==> src/rtl/duty_pattern_pkg.sv <==
// Shared constants and helpers for the duty_pattern_gen slice: defaults,
// channel-select width, duty saturation and the per-channel phase offset.
package duty_pattern_pkg;

    localparam int DEFAULT_CNT_W  = 3;
    localparam int DEFAULT_NUM_CH = 4;
    localparam int DUTY_MAX_W     = 17;  // wide enough for P = 2^16

    function automatic int clog2_min1(input int n);
        return (n <= 1) ? 1 : $clog2(n);
    endfunction

    // Clamp a requested duty to the period length P = 2^cnt_w.
    function automatic logic [DUTY_MAX_W-1:0] sat_duty(input logic [DUTY_MAX_W-1:0] duty,
                                                       input int cnt_w);
        logic [DUTY_MAX_W-1:0] p;
        p = DUTY_MAX_W'(1) << cnt_w;
        return (duty > p) ? p : duty;
    endfunction

    // Even spread when NUM_CH is a power of two no larger than P, else i mod P.
    function automatic int stagger_offset(input int ch, input int num_ch, input int cnt_w);
        int p;
        p = 1 << cnt_w;
        if (((num_ch & (num_ch - 1)) == 0) && (num_ch <= p))
            return ch * (p / num_ch);
        return ch % p;
    endfunction

endpackage

==> src/rtl/duty_pattern_gen_if.sv <==
// Config port of duty_pattern_gen: valid/ready write of one channel's duty.
interface duty_pattern_gen_if
    import duty_pattern_pkg::*;
#(
    parameter int CNT_W  = DEFAULT_CNT_W,
    parameter int NUM_CH = DEFAULT_NUM_CH
);
    localparam int CH_W = clog2_min1(NUM_CH);

    logic             cfg_valid;
    logic             cfg_ready;
    logic [CH_W-1:0]  cfg_ch;
    logic [CNT_W:0]   cfg_duty;

    modport master (output cfg_valid, cfg_ch, cfg_duty, input cfg_ready);
    modport slave  (input cfg_valid, cfg_ch, cfg_duty, output cfg_ready);

endinterface

==> src/rtl/duty_pattern_ch.sv <==
// One output channel: shadow/active duty with pending flag, and the registered
// thermometer compare against the (optionally offset) next period count.
module duty_pattern_ch
    import duty_pattern_pkg::*;
#(
    parameter int CNT_W  = DEFAULT_CNT_W,
    parameter int OFFSET = 0
) (
    input  logic             clk,
    input  logic             clear_n,
    input  logic             enable,
    input  logic             commit,
    input  logic             wr_en,
    input  logic [CNT_W:0]   wr_duty,
    input  logic [CNT_W-1:0] ctr_next,
    output logic             pending,
    output logic             out
);
    localparam logic [CNT_W-1:0] PHASE_OFF = CNT_W'(OFFSET);

    logic [CNT_W:0]   shadow;
    logic [CNT_W:0]   active;
    logic [CNT_W:0]   active_next;
    logic [CNT_W-1:0] phase_next;

    // The output for the next cycle must already see a duty committed on this edge.
    assign active_next = (commit && pending) ? shadow : active;
    assign phase_next  = ctr_next + PHASE_OFF;  // natural wrap gives mod P

    // NOTE: shadow/active are cleared by reset too: a discarded shadow or a
    // stale active duty would be visible on the pins after clear_n.
    always_ff @(posedge clk or negedge clear_n) begin
        if (!clear_n) begin
            shadow  <= '0;
            active  <= '0;
            pending <= 1'b0;
            out     <= 1'b0;
        end else begin
            active <= active_next;
            if (commit && pending)
                pending <= 1'b0;
            // wr_en implies pending was clear, so it never races the commit.
            if (wr_en) begin
                shadow  <= wr_duty;
                pending <= 1'b1;
            end
            out <= enable && ({1'b0, phase_next} < active_next);
        end
    end

endmodule

==> src/rtl/duty_pattern_gen.sv <==
// Multi-channel thermometer-duty pattern generator (shared period counter).
// Optional macro DUTY_PATTERN_GEN_PHASE_STAGGER_EN staggers channel phases.
module duty_pattern_gen
    import duty_pattern_pkg::*;
#(
    parameter int CNT_W  = DEFAULT_CNT_W,
    parameter int NUM_CH = DEFAULT_NUM_CH
) (
    input  logic              clk,
    input  logic              clear_n,
    input  logic              enable,
    duty_pattern_gen_if.slave cfg,
    output logic [NUM_CH-1:0] out,
    output logic              period_end,
    output logic [CNT_W-1:0]  ctr
);
    localparam int               CH_W     = clog2_min1(NUM_CH);
    localparam logic [CNT_W-1:0] CTR_LAST = '1;

    logic [CNT_W-1:0]  ctr_next;
    logic              wrap;
    logic              commit;
    logic              wr_go;
    logic [CNT_W:0]    duty_sat;
    logic [NUM_CH-1:0] pending;
    logic [NUM_CH-1:0] wr_en;

    assign wrap       = enable && (ctr == CTR_LAST);
    assign commit     = wrap || !enable;  // stopped: apply pending duties at once
    assign ctr_next   = enable ? ctr + 1'b1 : '0;
    assign period_end = wrap;
    assign duty_sat   = (CNT_W+1)'(sat_duty(DUTY_MAX_W'(cfg.cfg_duty), CNT_W));

    // NOTE: sequential state uses non-blocking assignments only, so every
    // register samples pre-edge values regardless of block ordering.
    always_ff @(posedge clk or negedge clear_n) begin
        if (!clear_n)
            ctr <= '0;
        else
            ctr <= ctr_next;
    end

    // Unmatched channel codes keep ready high and enable no write.
    always_comb begin
        // NOTE: every output of this block gets a default first, so no path
        // through the loops can leave a latch behind.
        cfg.cfg_ready = 1'b1;
        wr_en         = '0;
        for (int i = 0; i < NUM_CH; i++) begin
            if (cfg.cfg_ch == CH_W'(i))
                cfg.cfg_ready = !pending[i];
        end
        wr_go = cfg.cfg_valid && cfg.cfg_ready;
        for (int i = 0; i < NUM_CH; i++)
            wr_en[i] = wr_go && (cfg.cfg_ch == CH_W'(i));
    end

    for (genvar g = 0; g < NUM_CH; g++) begin : g_ch
`ifdef DUTY_PATTERN_GEN_PHASE_STAGGER_EN
        localparam int OFFSET = stagger_offset(g, NUM_CH, CNT_W);
`else
        localparam int OFFSET = 0;
`endif
        duty_pattern_ch #(
            .CNT_W  (CNT_W),
            .OFFSET (OFFSET)
        ) u_ch (
            .clk      (clk),
            .clear_n  (clear_n),
            .enable   (enable),
            .commit   (commit),
            .wr_en    (wr_en[g]),
            .wr_duty  (duty_sat),
            .ctr_next (ctr_next),
            .pending  (pending[g]),
            .out      (out[g])
        );
    end

endmodule

==> src/flat_wrapper.sv <==
// flat-port wrapper written by rule: the top's interface ports become plain ports
module duty_pattern_gen_flat import duty_pattern_pkg::*;
#(
    parameter int CNT_W  = DEFAULT_CNT_W,
    parameter int NUM_CH = DEFAULT_NUM_CH
)
  (clk, clear_n, enable, out, period_end, ctr, cfg_cfg_valid, cfg_cfg_ch, cfg_cfg_duty, cfg_cfg_ready);
  duty_pattern_gen_if #(.CNT_W(CNT_W), .NUM_CH(NUM_CH)) cfg_i ();
  input  logic clk;
  input  logic clear_n;
  input  logic enable;
  output logic [NUM_CH-1:0] out;
  output logic period_end;
  output logic [CNT_W-1:0] ctr;
  input wire logic [$bits(cfg_i.cfg_valid)-1:0] cfg_cfg_valid;
  input wire logic [$bits(cfg_i.cfg_ch)-1:0] cfg_cfg_ch;
  input wire logic [$bits(cfg_i.cfg_duty)-1:0] cfg_cfg_duty;
  output wire logic [$bits(cfg_i.cfg_ready)-1:0] cfg_cfg_ready;
  assign cfg_i.cfg_valid = cfg_cfg_valid;
  assign cfg_i.cfg_ch = cfg_cfg_ch;
  assign cfg_i.cfg_duty = cfg_cfg_duty;
  assign cfg_cfg_ready = cfg_i.cfg_ready;
  duty_pattern_gen #(.CNT_W(CNT_W), .NUM_CH(NUM_CH)) u_core (.clk(clk), .clear_n(clear_n), .enable(enable), .cfg(cfg_i), .out(out), .period_end(period_end), .ctr(ctr));
endmodule
==> config.mk <==
export PLATFORM = sky130hd
export DESIGN_NAME = duty_pattern_gen_flat
export DESIGN_NICKNAME = d
export VERILOG_FILES = /design/src/rtl/duty_pattern_pkg.sv /design/src/rtl/duty_pattern_gen_if.sv /design/src/rtl/duty_pattern_ch.sv /design/src/rtl/duty_pattern_gen.sv /design/src/flat_wrapper.sv
export SDC_FILE = /design/constraint.sdc
export NUM_CORES = 1
export LEC_CHECK = 0
export ABC_CLOCK_PERIOD_IN_PS = 2900
export CAP_MARGIN = 30
export CORE_MARGIN = 2
export CORE_UTILIZATION = 40
export CTS_BUF_LIST = sky130_fd_sc_hd__clkbuf_16
export DETAILED_ROUTE_END_ITERATION = 10
export SYNTH_ARGS = -nofsm -noshare
export SYNTH_HDL_FRONTEND = slang
export SYNTH_SLANG_ARGS = --single-unit
export TNS_END_PERCENT = 10
==> constraint.sdc <==
create_clock -name clk -period 2.9 [get_ports clk]
set_input_delay 0.435 -clock clk [delete_from_list [all_inputs] [get_ports clk]]
set_output_delay 0.435 -clock clk [all_outputs]
set_load 0.1 [all_outputs]
* Word level (Yosys, flattened, before mapping)
Cells that the tools add are included.
** Operators by class
- $add $sub $neg :: 1
- Order comparisons :: 5
- Equality and inequality tests :: 4
- Muxes and demuxes :: 18
- Reduce and logical (&&, ||, !) cells :: 25
** Operators with widths (count)
- $mux W4 :: 5
- $lt A3 B4 Y1 :: 4
- $logic_and A1 B1 Y1 :: 14
- $mux W1 :: 12
- $reduce_bool A2 Y1 :: 4
- $logic_not A1 Y1 :: 5
- $eq A2 B2 Y1 const B :: 2
- $gt A4 B4 Y1 const B :: 1
- $add A3 B1 Y3 const B :: 1
- $eq A3 B3 Y1 const B :: 1
- $mux W3 :: 1
- $eq A2 B1 Y1 const B :: 1
- $logic_not A2 Y1 :: 1
- $logic_or A1 B1 Y1 :: 1
** Storage, ports and cells
- Bits in registers :: 43
- Output and inout port bits :: 9
- Word-level logic and storage cells :: 70

* Longest topological paths before layout
- Word-level depth :: 8
- Mapped depth :: 10

* Cells and area by module
From an unflattened synthesis, not the netlist that was laid out.
** Unflattened totals
- Cells, all modules :: 149
- Area total of the unflattened synthesis :: 1999.4 um^2
** Modules (own cells, without submodules)
- duty_pattern_ch :: times used 4, cells each 32, area each 445.4 um^2
- duty_pattern_gen :: times used 1, cells each 21, area each 217.7 um^2

* Worst setup path before layout
No wires, ideal clock.
- Path type :: input-to-output
- From :: input cfg_cfg_ch[0]
- To :: output cfg_cfg_ready
- Arrival :: 2.850 ns
- Data required time :: 2.465 ns
- Path slack :: -0.385 ns
- Stages :: 2
- Cell sequence :: mux2_2 -> o21ai_0
** On the way
- Word-level cells in the longest chain between the ends :: 5
** Ends and longest elaborated chain
- start, declared :: line flat_wrapper.sv:16 : input wire logic [$bits(cfg_i.cfg_ch)-1:0] cfg_cfg_ch;
- $logic_not A2 Y1 :: line duty_pattern_gen.sv:50 : if (cfg.cfg_ch == CH_W'(i))
- $mux W1 (3 in series) :: line duty_pattern_gen.sv:50
- $mux W1 (*) :: line duty_pattern_gen.sv:50
- end, declared :: line flat_wrapper.sv:18 : output wire logic [$bits(cfg_i.cfg_ready)-1:0] cfg_cfg_ready;
Every way passes the cells marked *; elsewhere a longest branch is shown, timed or not.

* Final worst setup path
- From :: register u_core.ctr[0]
- To :: register u_core.g_ch[0].u_ch.out
** On the way
- Word-level cells in the longest chain between the ends :: 7
** Ends and longest elaborated chain
- start, declared :: line duty_pattern_gen.sv:15 : output logic [CNT_W-1:0] ctr
- start signal, assigned :: line duty_pattern_gen.sv:40 : ctr <= ctr_next;
- parallel branches: the longest is 5 deep, another holds $add A3 B1 Y3
- $lt A3 B4 Y1 (*) :: line duty_pattern_ch.sv:47 : out <= enable && ({1'b0, phase_next} < active_next);
- $logic_and A1 B1 Y1 (*) :: line duty_pattern_ch.sv:47
- end signal, assigned :: line duty_pattern_ch.sv:47
- end, declared :: line duty_pattern_ch.sv:17 : output logic out
Every way passes the cells marked *.
A chain may end at the register's enable or synchronous reset.

==> impl.org <==
** Placement
- RePlAce Congestion :: 0.758
- Post-detailed-placement half-perimeter wirelength :: approximately 2.9 mm
- Number of placed cells counting well taps :: 268
- Port bufs :: 18

** Die
- In this run the standard cell core region covers 4820 sq um.
- Chip Width :: 75.2 um
- The die covers 5650 sq um.
- Io pins :: 19
- For this configuration, the core starts out at a cell density of 42.1%.
- Row count :: 25
- The die is about 75 um tall.

** Synth
- Summing the areas of all compound-gate instances in the mapped netlist gives 10.7% of the synthesized area.
- Most used flip-flop cell after synthesis :: sky130_fd_sc_hd__dfrtp_1
- Net Count, Synth :: 210
- Dividing the synthesized area by the synthesized cell count gives between 10 and 15 sq um.
- After synthesis, the largest family of logic cells by area is multiplexers.
- The synthesized netlist contains 23 unique library cells.
- The Yosys step of the flow raised 0 warnings.
- Sequential elements use a little over half of the synthesized area.
- After Yosys synthesis, full adders, half adders and majority gates account for 6.17% of the synthesized area.
- Post-Synth Simple-Gate Area :: about an eighth
- Summing the areas of all xor and xnor instances in the mapped netlist gives 0% of the synthesized area.
- Synthesis produced 190 cells.
- After synthesis, the share of cell area in mux cells is between 10 and 15%.
- Count of state elements after synthesis :: 43
- Number of flops mapped to enable cells by yosys :: 0
- Netlist area before placement :: 2030 sq um
- For this run, asynchronously set or reset flops after synthesis account for 100%.

** CTS
- Clock Tree Root :: sky130_fd_sc_hd__clkbuf_16
- Worst-Skew Late Latency :: 0.28 ns
- The H-tree was split into 2 levels.
- TritonCTS built the clock tree.
- Buffers inserted during clock tree synthesis total 5.
- For this design, the sink count on the clock tree is 43.
- Post-cts sizing count :: 0
- After clock tree synthesis, the clock-pin slew on the worst setup and hold paths is 0.06 ns.
- Post-CTS timing repair inserted 0 buffers for setup.
- Buffers from clock root to sink, at most :: 2

** Critical path
- The critical path is of the flop to flop type.
- Most frequent cell on the critical path :: sky130_fd_sc_hd__ha_1
- Terminus of the critical flop-to-flop path :: u_core.g_ch[0].u_ch.out
- For this run, the slowest stage of the critical path takes 0.46 ns.
- Reg2Reg Depth :: 9
- STA classifies the critical path startpoint as a flop.
- Critical path capture point type :: flop
- Slowest stage cell, crit path :: sky130_fd_sc_hd__dfrtp_1
- Cell-by-cell trace of the critical path :: ha_1 > ha_1 > nand2b_1 > nand2_1 > mux2i_1 > ha_1 > a31oi_1 > o21ai_0 > a31oi_1
- Data required time of the worst path :: 3.10 ns
- Tracing the worst setup path back leads to its startpoint at u_core.ctr[0].
- Data arrival time of the critical path :: 2.78 ns
- Worst-case register-to-register setup slack :: between 0.3 and 0.4 ns
- Along the worst path, the maximum fanout reaches 8.
- Reg2reg start :: u_core.ctr[0]

** Detailed routing
- DRC Markers :: 0
- After detailed routing, the number of vias per cell comes to 4.96.
- The detailed router finished its first iteration with 93 violations.
- The detailed router placed 1,374 vias in this run.
- After detailed routing, the average wire length per cell comes to 14.7 um.
- Detail Route Antenna Nets :: 0
- Initial DRT Pass Iterations :: 4
- After detailed routing, the total wire length is 4.07 mm.

** Power and ir drop
- Dividing total power by cell area gives a power density of 769 nW/um^2.
- VDD IR-drop max :: 0.000454 V
- Leak :: 1.24 nW

** Cells and area
- In the final layout, the share of cells above drive strength 1 is 15.2%.
- Most common cell after layout, fill and taps aside :: sky130_fd_sc_hd__dfrtp_1
- Compared with the post-synthesis result, the final layout area differs by 18.5%.
- The repair_antennas step left the layout with diodes totalling 0.
- Count of filler cells inserted in the layout :: 446
- Finished Layout Cells :: 277
- For this run, the post-layout net count is 230.
- Leaving out fill and tap cells, the most frequent cells in the layout are sky130_fd_sc_hd__dfrtp_1, sky130_fd_sc_hd__nand2_1, sky130_fd_sc_hd__o21ai_0.

** Hold path
- Launch instance of the worst min-delay path :: u_core.g_ch[0].u_ch.shadow[0]
- Worst hold path class :: flop to flop
- Endpoint with the worst hold slack :: u_core.g_ch[0].u_ch.shadow[0]
- The worst hold path was traced through 2 stages.

** Timing
- RSZ-0062 raised after global routing :: false
- Peak clock frequency supported by timing :: 387 MHz
- Post-route clock period utilization :: between 80% and 90%
- Final number of setup-violating endpoints :: 0
- The worst pin sits at a relative slew slack of 65.3%.
- For the pin with the worst max-slew slack, the measured transition is 0.507 ns.
- The number of hold-slack violations in the final timing report is 0.
- Worst clock skew :: 0.00790 ns
- Slew Limit Fails :: 0
- After routing, the total negative slack on setup checks comes to 0 ns.
- Counting I/O delays and the setup requirement, the final critical path takes 2.58 ns.

** Global route
- Global-route congestion overflow total :: 0
- Global-route wire length before repair :: between 6 and 7 mm
- Largest net degree at the start of global routing :: 44
- The number of antenna violations at the first check in global routing is 0.
- Global routing used 16.6% of the available tracks.
- Number of global-route vias before repair :: ~1.4k

** Outcome
- The run finished with clean final reports.

** Job
- Max_cap viols :: 0
==> synth_stat cells (3+ instances only) <==
cell type,number,area share (%)
sky130_fd_sc_hd__and2_1,3,0.93
sky130_fd_sc_hd__clkbuf_1,3,0.56
sky130_fd_sc_hd__mux2i_1,12,5.9
sky130_fd_sc_hd__o21ai_0,26,6.4
sky130_fd_sc_hd__nand2b_1,4,1.2
sky130_fd_sc_hd__inv_1,16,3.0
sky130_fd_sc_hd__dfrtp_1,43,53
sky130_fd_sc_hd__ha_1,10,6.2
sky130_fd_sc_hd__nor2b_1,5,1.5
sky130_fd_sc_hd__a31oi_1,6,1.9
sky130_fd_sc_hd__buf_4,5,1.9
sky130_fd_sc_hd__nand2_1,28,5.2
sky130_fd_sc_hd__mux2_2,9,5.0
sky130_fd_sc_hd__nor2_1,5,0.93
==> report_power, final <==
group          leakage [nW]  switching [mW]  internal, mW
sequential            0.555          0.0759         0.736
clock                0.0671           0.203         0.309
combinational         0.617           0.339         0.184
==> worst max path at each step <==
stage / endpoint / slack (ns) / depth (start not counted)
3_3_place_gp: u_core.g_ch[0].u_ch.out / 0.45 / 9
2_1_floorplan: period_end / 0.05 / 4
4_1_cts: u_core.g_ch[1].u_ch.out / 0.32 / 9
6_report: u_core.g_ch[0].u_ch.out / 0.32 / 9
5_1_grt: u_core.g_ch[1].u_ch.out / 0.12 / 9
3_5_place_dp: u_core.g_ch[0].u_ch.out / 0.35 / 9
==> sequential cells by signal, summed over array words and instances (netlist names) <==
signal and flops:
u_core.g_ch.u_ch.shadow 16, u_core.g_ch.u_ch.pending 4, u_core.ctr 3, u_core.g_ch.u_ch.active 16, u_core.g_ch.u_ch.out 4
==> per-layer routing <==
metal	wire length, um	track usage (%)	up-vias
li1	-	-	681
met1	1940	22.5	663
met2	1910	25.6	24
met3	145	3.35	6
met4	73	7.60	0
met5	0	0	-
==> repair_timing <==
item,4_1_cts,5_1_grt
endpoints found under the hold margin,0,1
setup endpoints to repair,0,0
hold buffers,0,1
==> cell type report <==
cell class                      instances  area, sq um  area share [%]
Tap cell                               67         83.8            3.49
Clock inverter                          2         8.76           0.365
Multi-Input combinational cell        122          837            34.9
Timing Repair Buffer                   22          210            8.75
Inverter                               16         60.1            2.50
Clock buffer                            5          125            5.21
Sequential cell                        43         1080            44.8
==> metrics by stage <==
stage	hold WS [ns]	area [sq um]	util [%]	total power [mW]	setup slack [ns]
2_1_floorplan	0.139	2030	-	1.22	0.0549
3_3_place_gp	0.468	2240	46.4	1.32	0.447
3_5_place_dp	0.475	2240	46.4	1.34	0.352
4_1_cts	0.349	2370	49.2	1.86	0.322
5_1_grt	0.495	2400	49.8	1.97	0.117
6_report	0.482	2400	49.8	1.85	0.318
==> critical path, delay by kind of cell (launching register included) <==
kind                       cells  cell delay, ns
muxes                          1            0.28
AOI/OAI and AO/OA              3            0.45
and+or+nand+nor                2            0.60
adders and majority gates      3            0.70
DFF                            1            0.46
==> kinds of logic after synthesis <==
family          after synthesis
flops                        43
compound gates               38
mux                          23
simple gates                 51
buf+inv                      25
fa+ha+maj                    10
No activity file was read; power rests on OpenSTA's default activity.
==> RTL edit 1, RTL diff (same settings) <==
Build with the macro `DUTY_PATTERN_GEN_PHASE_STAGGER_EN` defined.
--- a/src/rtl/duty_pattern_gen.sv
+++ b/src/rtl/duty_pattern_gen.sv
@@ -1,5 +1,7 @@
 // Multi-channel thermometer-duty pattern generator (shared period counter).
 // Optional macro DUTY_PATTERN_GEN_PHASE_STAGGER_EN staggers channel phases.
+`define DUTY_PATTERN_GEN_PHASE_STAGGER_EN
+
 module duty_pattern_gen
     import duty_pattern_pkg::*;
 #(
Formal check against the unedited RTL: not equivalent (a bounded check fails within 4 cycles, from zero or initial values).
==> RTL edit 1 against the unedited design <==
Final cell count increased by 6.9%. Die area up 0.99%. Area after synthesis up 1.0%. Combinational power rose by 5.6%. Wire length shrank 0.69%. Sequential cell count unchanged. Critical path depth is the same. Clock power up 2%. Final area grew 1.8%. Global-route usage is 1.1 points higher. Total power up 1.9%. Worst setup slack better by 0.072 ns. Clock skew shrank 0.0034 ns. Critical path type unchanged. Critical endpoint unchanged. Largest power group unchanged. Highest routed layer unchanged.
==> RTL edit 1: results (changes against the unedited design) <==
stage,metric,value,unit,change
grt,grt_max_degree,40,,was 44
grt,grt_pass1_wl,7334,um,was 6686 um
placement,place_area,2298,um2,was 2237 um2
placement,pre_cts_ws,0.3816,ns,was 0.3522 ns
layout,drive_above_1_share,0.1195,,was 0.1524
worst_setup_path,cp.arrival,2.71,ns,was 2.78 ns
logic_synthesis,yosys.area_share.adder,0.06109,,was 0.06173
sta,relSlewSlack,0.7580,,was 0.6534
power,ir_worst_vdd,0.0003181,V,was 0.0004538 V
grt,grt_pass1_vias,1504,,was 1362
logic_synthesis,avgSynthCellArea,9.991,um2,was 10.67 um2
logic_synthesis,synth_xor_xnor_area_share,0.004276,,was 0
logic_synthesis,synth.net_count,225,,was 210
layout,fillers,509,,was 446
grt,met1_usage,0.2643,,was 0.2254
layout,area_growth,19.36,%,was 18.46%
grt,grt_use_met2,0.2531,,was 0.2563
logic_synthesis,synth_commonest_cells,"dfrtp_1, nand2_1, o21ai_0, inv_1",,"was dfrtp_1, nand2_1, o21ai_0, inv_1, mux2i_1"
sta,clock_skew,0.004542,ns,was 0.007905 ns
detailed_routing,wirelength,4045,um,was 4073 um
layout,nets,245,,was 230
detailed_routing,viasPerCell,4.764,,was 4.960
status,status,finished clean,,unchanged
placement,globalplace.congestion,0.7212,,was 0.7581
power,p_leak,1.287,nW,was 1.239 nW
detailed_routing,drt_iter0_markers,68,,was 93
logic_synthesis,synthTopCellsByArea,"dfrtp_1, o21ai_0, ha_1",,unchanged
[RTL edit 1: cell types whose count changed in the layout (fill, tap and decap cells not counted), moves of 2 or more]
cell and change:
inv_1 +12, a31oi_1 +6, nand2_1 +5, o21ai_0 +4, a2111oi_0 -2, a21boi_0 -2
nand2_2 -2, nor2b_1 -2, o31a_1 -2
[RTL edit 1: kinds of logic (layout without fill, tap and decap cells)]
group | count (synthesis) | in the layout
buf+inv | 36 | 57
xor+xnor | 1 | 1
flops | 43 | 43
fa+ha+maj | 10 | 10
compound gates | 42 | 42
mux | 21 | 21
simple gates | 52 | 52
[RTL edit 1: report_power, final]
part	total, mW	internal (mW)	switching (mW)
logic	0.551	0.191	0.360
registers	0.809	0.735	0.0740
clock network	0.521	0.310	0.212
[RTL edit 1: routing by layer]
| metal | vias to the layer above | share of wire |
|---|---|---|
| li1 | 717 | - |
| met1 | 659 | 0.50 |
| met2 | 29 | 0.45 |
| met3 | 5 | 0.042 |
| met4 | 0 | 0.016 |
| met5 | - | 0 |
[RTL edit 1: repair_timing]
action                                 in CTS  in global routing
hold buffers                                1                  0
gates resized for setup                     0                  0
endpoints found under the hold margin       4                  0
[RTL edit 1: layout make-up]
type                       instances  share of cell area
tap                               70             0.03582
timing repair buffer              22             0.09110
inverter                          27             0.04145
multi-input combinational        126              0.3357
clock buffer                       5             0.05118
sequential                        43              0.4401
clock inverter                     3            0.004606
[RTL edit 1: worst paths after layout]
path,start,endpoint,slack [ns],cells after the start
max,u_core.ctr[0],u_core.g_ch[0].u_ch.out,0.39,9
min,u_core.g_ch[1].u_ch.shadow[0],u_core.g_ch[1].u_ch.shadow[0],0.48,2
max reg2reg,u_core.ctr[0],u_core.g_ch[0].u_ch.out,0.39,9
min reg2reg,u_core.g_ch[1].u_ch.shadow[0],u_core.g_ch[1].u_ch.shadow[0],0.48,2
max in group asynchronous,clear_n,u_core.g_ch[0].u_ch.active[2],1.96,3
min in group asynchronous,clear_n,u_core.g_ch[2].u_ch.shadow[2],0.51,2
[RTL edit 1: worst max-delay path, delay by kind of cell, from the launching register on]
family | cells | cell delay, ns
flops | 1 | 0.45
simple gates | 2 | 0.57
fa+ha+maj | 3 | 0.70
mux | 1 | 0.28
compound gates | 3 | 0.44
